`src/rtl/tile_spawner.sv`:
```
// rtl/tile_spawner.sv - 2048 tile spawner: LFSR start pointer, circular scan for an empty cell
// Optional macro SPAWN_FOUR_EN enables the 1/16 chance of spawning exponent 2.
module tile_spawner (
    input  logic        clk,
    input  logic        rst,
    input  logic        start,
    input  logic [63:0] board_in,
    input  logic        seed_load,
    input  logic [15:0] seed,
    output logic        busy,
    output logic        done,
    output logic        full,
    output logic        spawned,
    output logic [3:0]  spawn_idx,
    output logic [63:0] board_out
);
    typedef enum logic {IDLE, SCAN} state_t;

    state_t      state;
    logic [15:0] lfsr;
    logic [63:0] board_q;
    logic [3:0]  ptr;
    logic [3:0]  val;
    logic [3:0]  new_val;
    logic        any_empty;
    logic        cell_empty;
    logic [63:0] placed;

    always_comb begin
        any_empty = 1'b0;
        for (int i = 0; i < 16; i++) begin
            if (board_in[i*4 +: 4] == 4'h0) any_empty = 1'b1;
        end
    end

`ifdef SPAWN_FOUR_EN
    assign new_val = (lfsr[7:4] == 4'h0) ? 4'h2 : 4'h1;
`else
    assign new_val = 4'h1;
`endif

    assign cell_empty = (board_q[{ptr, 2'b00} +: 4] == 4'h0);

    always_comb begin
        placed = board_q;
        placed[{ptr, 2'b00} +: 4] = val;
    end

    always_ff @(posedge clk or posedge rst) begin
        if (rst) begin
            lfsr <= 16'hACE1;
        end else if (seed_load) begin
            lfsr <= (seed == 16'h0000) ? 16'hACE1 : seed;
        end else begin
            lfsr <= (lfsr >> 1) ^ (lfsr[0] ? 16'hB400 : 16'h0000);
        end
    end

    always_ff @(posedge clk or posedge rst) begin
        if (rst) begin
            state     <= IDLE;
            board_q   <= 64'h0;
            ptr       <= 4'h0;
            val       <= 4'h1;
            busy      <= 1'b0;
            done      <= 1'b0;
            full      <= 1'b0;
            spawned   <= 1'b0;
            spawn_idx <= 4'h0;
            board_out <= 64'h0;
        end else begin
            done <= 1'b0;
            case (state)
                IDLE: begin
                    if (start) begin
                        board_q <= board_in;
                        ptr     <= lfsr[3:0];
                        val     <= new_val;
                        if (!any_empty) begin
                            // Nothing to place: complete immediately without entering SCAN.
                            board_out <= board_in;
                            full      <= 1'b1;
                            spawned   <= 1'b0;
                            done      <= 1'b1;
                        end else begin
                            state <= SCAN;
                            busy  <= 1'b1;
                        end
                    end
                end
                SCAN: begin
                    if (cell_empty) begin
                        board_out <= placed;
                        spawn_idx <= ptr;
                        spawned   <= 1'b1;
                        full      <= 1'b0;
                        done      <= 1'b1;
                        busy      <= 1'b0;
                        state     <= IDLE;
                    end else begin
                        ptr <= ptr + 4'h1;
                    end
                end
                default: state <= IDLE;
            endcase
        end
    end
endmodule

```
`config.mk`:
```
export PLATFORM = sky130hd
export DESIGN_NAME = tile_spawner
export DESIGN_NICKNAME = d
export VERILOG_FILES = /design/src/rtl/tile_spawner.sv
export SDC_FILE = /design/constraint.sdc
export NUM_CORES = 1
export LEC_CHECK = 0
export ABC_AREA = 0
export BUFFER_PORTS_ARGS = -buffer_cell sky130_fd_sc_hd__clkbuf_2
export CAP_MARGIN = 20
export CELL_PAD_IN_SITES_DETAIL_PLACEMENT = 1
export CELL_PAD_IN_SITES_GLOBAL_PLACEMENT = 2
export CORE_UTILIZATION = 31
export CTS_BUF_LIST = sky130_fd_sc_hd__clkbuf_8
export CTS_CLUSTER_DIAMETER = 100
export CTS_CLUSTER_SIZE = 20
export DETAILED_ROUTE_END_ITERATION = 8
export MAX_ROUTING_LAYER = met4
export PLACE_DENSITY = 0.88
export SKIP_LAST_GASP = 1
export SLEW_MARGIN = 10
export SYNTH_ARGS = -nofsm -noshare
export SYNTH_HDL_FRONTEND = slang
export SYNTH_SLANG_ARGS = --single-unit
```
`constraint.sdc`:
```
create_clock -name clk -period 4.9 [get_ports clk]
set_input_delay 0.735 -clock clk [delete_from_list [all_inputs] [get_ports clk]]
set_output_delay 0.735 -clock clk [all_outputs]
set_load 0.01 [all_outputs]
```
==> results of run 1 <==
## per-stage QoR
| stage | instance area [um^2] | total power, mW | hold WS (ns) | util | worst slack (ns) |
|---|---|---|---|---|---|
| final | 8710 | 5.89 | 0.446 | 0.382 | 1.50 |
| after global routing | 8710 | 6.32 | 0.479 | 0.382 | 1.30 |
| after CTS | 8710 | 5.96 | 0.466 | 0.382 | 1.49 |
| after detailed placement | 8270 | 4.85 | 0.466 | 0.363 | 1.49 |
| after global placement | 8270 | 4.77 | 0.459 | 0.363 | 1.58 |
| after floorplan | 7260 | 3.98 | 0.450 | - | 2.18 |
## cell type report
| type | instances | area share |
|---|---|---|
| clock buffer | 20 | 0.0316 |
| clock inverter | 12 | 0.0184 |
| inverter | 28 | 0.0128 |
| multi-input combinational | 517 | 0.344 |
| sequential | 157 | 0.452 |
| tap | 313 | 0.0450 |
| timing repair buffer | 161 | 0.0957 |
## cells by family (layout without fill, tap and decap cells)
logic type	after synthesis	count (layout)
multiplexers	8	8
XOR/XNOR	4	4
AO/OA/AOI/OAI	150	150
AND/OR/NAND/NOR	351	351
flip-flops	157	157
adder cells (fa/ha/maj)	4	4
buffers and inverters	72	221
## tightest hold or removal path: stages
cell and delay, ns:
clkbuf_2 0.10, clkinvlp_4 0.07, buf_12 0.52
## report_power, final
group          internal, mW  total (mW)  leakage, nW  switching, mW
combinational         0.993        2.41         2.13           1.42
clock                 0.549        1.07        0.214          0.523
sequential             1.89        2.40         1.88          0.513
## layer usage
metal | track usage | vias up | wire length [um]
li1 | - | 2915 | -
met1 | 0.278 | 3109 | 11100
met2 | 0.319 | 161 | 10700
met3 | 0.0460 | 20 | 1120
met4 | 0.0641 | 0 | 397
met5 | - | - | 0
## synthesized netlist by cell type, types with 2 or more instances
cell type,instances
a211oi_1,13
a21o_1,16
a21oi_1,24
a221o_1,28
a22o_1,2
a22oi_1,4
a31oi_1,7
and3_1,18
buf_1,4
buf_2,4
buf_4,2
buf_6,7
clkbuf_1,27
dfrtp_1,149
dfstp_2,8
ha_1,4
inv_1,27
mux2_2,7
nand2_1,227
nand2b_1,2
nand3_1,8
nand4_1,5
nor2_1,30
nor2b_1,5
nor3_1,7
nor4_1,36
nor4b_1,5
o21ai_0,17
o221a_2,18
o22a_1,8
o22ai_1,3
or2_2,3
xnor2_1,2
xor2_1,2
## flip-flops by register name, indices dropped and copies added (netlist names)
name / count
busy: 1
spawn_idx: 4
state: 1
full: 1
lfsr: 16
ptr: 4
board_out: 64
done: 1
spawned: 1
board_q: 64
## path summary, 6_finish.rpt
kind / startpoint / to / cells after the start
min in group clk: lfsr[8] / lfsr[7] / 1
min: rst / board_out[29] / 3
max: ptr[0] / board_out[13] / 7
max reg2reg: ptr[0] / board_out[13] / 7
max in group asynchronous: rst / spawn_idx[2] / 3
min reg2reg: lfsr[8] / lfsr[7] / 1
==> reports/qor.txt, run 1 <==
Max VDD drop: 221 uV
largest net degree at the start of global routing: 158
1st-iter DRT viols: 377
Post-Synth XOR/XNOR Area: 0.00483
die area: 24000 um^2
Synth cell types: 51
layout cells sized above 1: 0.269
1st-pass router iterations: 5
initial antenna violation count: 0
worst reg2reg setup slack: 1.50 ns
Clock Skew: 0.0145 ns
Post-Syn Area: 7260 um^2
Final period util: 0.693
worst skew pair latency: 0.47 ns
Core Box Area: 22800 um^2
Buf+Inv Stages, Crit Path: 1
final setup vio count: 0
Synth Register Bits: 157
Worst Path Arrival: 3.74 ns
EDFF count, synth: 0
Layout area overhead: 20.0%
relative slew slack: 0.235
WP data required: 5.25 ns
Simple-Gate Fraction of Synth Area: 0.217
Worst Tran Pin Value: 1.14 ns
Inst Count DP: 1176
Ys Warns: 0
unrepaired setup endpoints after global routing: false
total wire length: 23.3 mm
commonest non-fill, non-tap cells in the layout: nand2_1 (226), clkbuf_2 (155), dfrtp_1 (149), nor4_1 (36), nor2_1 (29)
Post-Syn Instances: 746
Post-CTS Resized: 0
kind of critical path: reg2reg
die extent in x: 155 um
Post-DP HPWL: 16.4 mm
post-synthesis mux area share: 0.0122
Final min period: 3.40 ns
final cell count without fillers: 1208
CTS tree: built
Root Driver: clkbuf_8
TritonCTS Buffers: 17
Post-CTS Setup Inserts: 0
async set-or-reset flop fraction in the synthesized netlist: 1.00
main combinational cell family by area after synthesis: simple AND/OR/NAND/NOR gates
Cell Pwr Density: 676 nW/um^2
area taken by multi-input logic gates: 3000 um^2
Peak Freq: 0.294 GHz
Reg clk slew, reported paths: 0.09 ns
Max clock buf depth: 2
top cells by area, synth: dfrtp_1 (51%), nand2_1 (12%), a221o_1 (3.9%), nor4_1 (3.1%), dfstp_2 (2.9%)
max-slew violations: 0
post-synthesis adder-cell area fraction: 0.00690
Hold/Removal Path Class: in2async
I/O pins: 156
# fillers: 2639
Leak: 4.22 nW
via count: 6205
CP peak stage delay: 0.89 ns
gpl congestion: 0.825
ANT cells: 0
vias per cell: 5.14
final setup TNS: 0 ns
most common cell after layout, fill and taps aside: nand2_1
syn_nets: 834
Port Buffer Count: 155
Initial Util: 0.319
delay-heaviest family, CP: compound AO/OA/AOI/OAI gates
CP Capture Type: flip-flop
Wirelength per Cell: 19.3 um
htree depth: 4
syn avg cell area: 9.73 um^2
Overflow after GRT: 0
Synth area leader: dfrtp_1
Seq. cell area: 3940 um^2
first-pass GRT wire length: 37.2 mm
Seq/Total Area, Yosys: 0.543
number of hold-repair buffers added at the cts stage: 0
GRT Total Usage: 0.210
complex-gate fraction of the synthesized area: 0.170
Die Ht: 155 um
slowest CP cell: dfrtp_1
nets@finish: 970
DRC: 0
DRT antenna net count: 0
post-synth top area share: 0.514
Row Count: 55
ys flop type: dfrtp_1
maxcap violations: 0
CP Launch Type: flip-flop
CTS sink cnt: 157
worst-path cell chain: nor3_1, a22oi_1, o32ai_2, o41a_4, nor2_8, inv_4, o221a_2
Final Hold Viols: 0
vias in the first global route: 6557
Crit Path Max Fanout: 41
status: complete, no violations
Note: power is estimated with default switching activity, not from simulation.
==> run 2: changes to the inputs <==
CORE_UTILIZATION = 35   (was 31)
PLACE_DENSITY = 0.94   (was 0.88)
clock period = 3.5 ns   (was 4.9 ns; I/O delays follow)
==> run 2 against run 1 <==
Via count grew 1.7%. Clock power up 22%. Global-route usage increased by 2.5 points. Combinational power grew 46%. Clock skew increased by 0.0016 ns.
==> reports/qor.txt, run 2 (same netlist as run 1, synthesis figures left out) <==
total wire length: 23.2 mm (-0.43%)
Hold/Removal Path Class: in2async
WP data required: 3.91 ns (-1.34 ns)
Die Ht: 146 um (-5.8%)
Hold Slack: 0.169 ns (-0.277 ns)
htree depth: 4 (unchanged)
register share of total power: 0.408 (about the same)
Logic pwr share: 0.432 (+0.022)
net switching fraction of the power: 0.425 (+0.00846)
kind of critical path: reg2reg
ANT cells: 0 (unchanged)
status: complete, no violations
TritonCTS Buffers: 17 (unchanged)
Core Box Area: 20300 um^2 (-11%)
initial antenna violation count: 0 (unchanged)
Clk network pwr share: 0.161 (-0.021)
relative slew slack: 0.518 (+0.283)
final setup TNS: 0 ns (unchanged)
Max VDD drop: 369 uV (+67%)
Final Hold Viols: 0 (unchanged)
DRT antenna net count: 0 (unchanged)
switching pwr: 3.47 mW (+41%)
nets@finish: 979 (+0.93%)
number of hold-repair buffers added at the cts stage: 0 (unchanged)
die area: 21300 um^2 (-11%)
CTS sink cnt: 157 (unchanged)
Port Buffer Count: 155 (unchanged)
Layout area overhead: 19.8%
Initial Util: 0.357 (+0.0389)
Design Power: 8.15 mW (+38%)
worst reg2reg setup slack: 0.54 ns (-0.96 ns)
layout cells sized above 1: 0.277 (+0.00727)
# fillers: 2393 (-9.3%)
Final min period: 2.96 ns (-0.438 ns)
Post-CTS Resized: 0 (unchanged)
first-pass GRT wire length: 37.4 mm (+0.65%)
gpl congestion: 0.927 (+12%)
DRC: 0 (unchanged)
largest net degree at the start of global routing: 87 (-45%)
Final period util: 0.845 (+0.152)
Peak Freq: 0.338 GHz (+15%)
Row Count: 52 (-5.5%)
Reg clk slew, reported paths: 0.09 ns (about the same)
commonest non-fill, non-tap cells in the layout: nand2_1 (226), clkbuf_2 (155), dfrtp_1 (149), nor4_1 (36), nor2_1 (29)
Max clock buf depth: 2 (unchanged)
CP Capture Type: flip-flop
vias per cell: 5.37 (+4.6%)
I/O pins: 156 (unchanged)
Cell Pwr Density: 937 nW/um^2 (+39%)
unrepaired setup endpoints after global routing: false
most common cell after layout, fill and taps aside: nand2_1
internal power: 4.68 mW (+36%)
GRT Total Usage: 0.234 (+0.0248)
Post-CTS Setup Inserts: 0 (unchanged)
Worst Tran Pin Value: 0.716 ns (-0.429 ns)
Crit Path Max Fanout: 23 (-44%)
CTS tree: built
maxcap violations: 0 (unchanged)
Post-DP HPWL: 16.8 mm (+2.9%)
Worst Path Arrival: 3.37 ns (-0.37 ns)
1st-pass router iterations: 4 (-1)
Leak: 4.24 nW (+0.57%)
1st-iter DRT viols: 396 (+5.0%)
max-slew violations: 0 (unchanged)
Root Driver: clkbuf_8
worst skew pair latency: 0.47 ns (about the same)
Setup Slack @ Placement: 0.607 ns (-0.887 ns)
Clock Skew: 0.0160 ns (+0.00156 ns)
Overflow after GRT: 0 (unchanged)
vias in the first global route: 6754 (+3.0%)
die extent in x: 146 um (-5.8%)
setup ws final: 0.542 ns (-0.962 ns)
CP Launch Type: flip-flop
final setup vio count: 0 (unchanged)
via count: 6308 (+1.7%)
Wirelength per Cell: 19.8 um (+2.5%)
largest registers: board_out (64), board_q (64), lfsr (16)
## run 2: final cells by class
class | instances | area [um^2] | area share
Tap cell | 270 | 338 | 0.0389
Clock buffer | 18 | 248 | 0.0285
Timing Repair Buffer | 170 | 938 | 0.108
Sequential cell | 157 | 3940 | 0.453
Clock inverter | 14 | 123 | 0.0141
Inverter | 28 | 111 | 0.0128
Multi-Input combinational cell | 517 | 3000 | 0.345
## run 2: path summary, 6_finish.rpt
kind	start	endpoint	depth (start not counted)
max	ptr[1]	board_out[43]	7
min	rst	board_out[38]	3
max reg2reg	ptr[1]	board_out[43]	7
min reg2reg	spawned	spawned	2
max in group asynchronous	rst	ptr[3]	3
min in group clk	board_in[15]	board_q[15]	3
## run 2: stage by stage
step	utilization	instance area, um^2	instances
floorplan	-	7260	746
global placement	0.410	8320	1142
detailed placement	0.410	8320	1142
CTS	0.428	8690	1174
global route	0.428	8690	1174
finish	0.428	8690	1174
## run 2: worst max-delay path: stages (launching register included)
cell and delay, ns:
dfrtp_1 0.68, inv_1 0.24, nand3_1 0.15, a41oi_1 0.27, o41a_4 0.58, nor2_8 0.39
buf_4 0.35, a221o_1 0.20
## run 2: metal layers
metal  GRT usage  vias to the layer above  wire length (um)
met2       0.354                      184             10800
li1            -                     2929                 -
met1       0.309                     3163             10600
met3      0.0486                       32              1280
met5           -                        -                 0
met4      0.0891                        0               492
## run 2: power by group through the flow
stage	Sequential, mW	Clock [mW]	Combinational, mW
floorplan	3.29	0	2.28
global placement	3.34	0	3.40
detailed placement	3.35	0	3.54
CTS	3.33	1.34	3.55
global route	3.43	1.41	3.88
finish	3.32	1.31	3.52
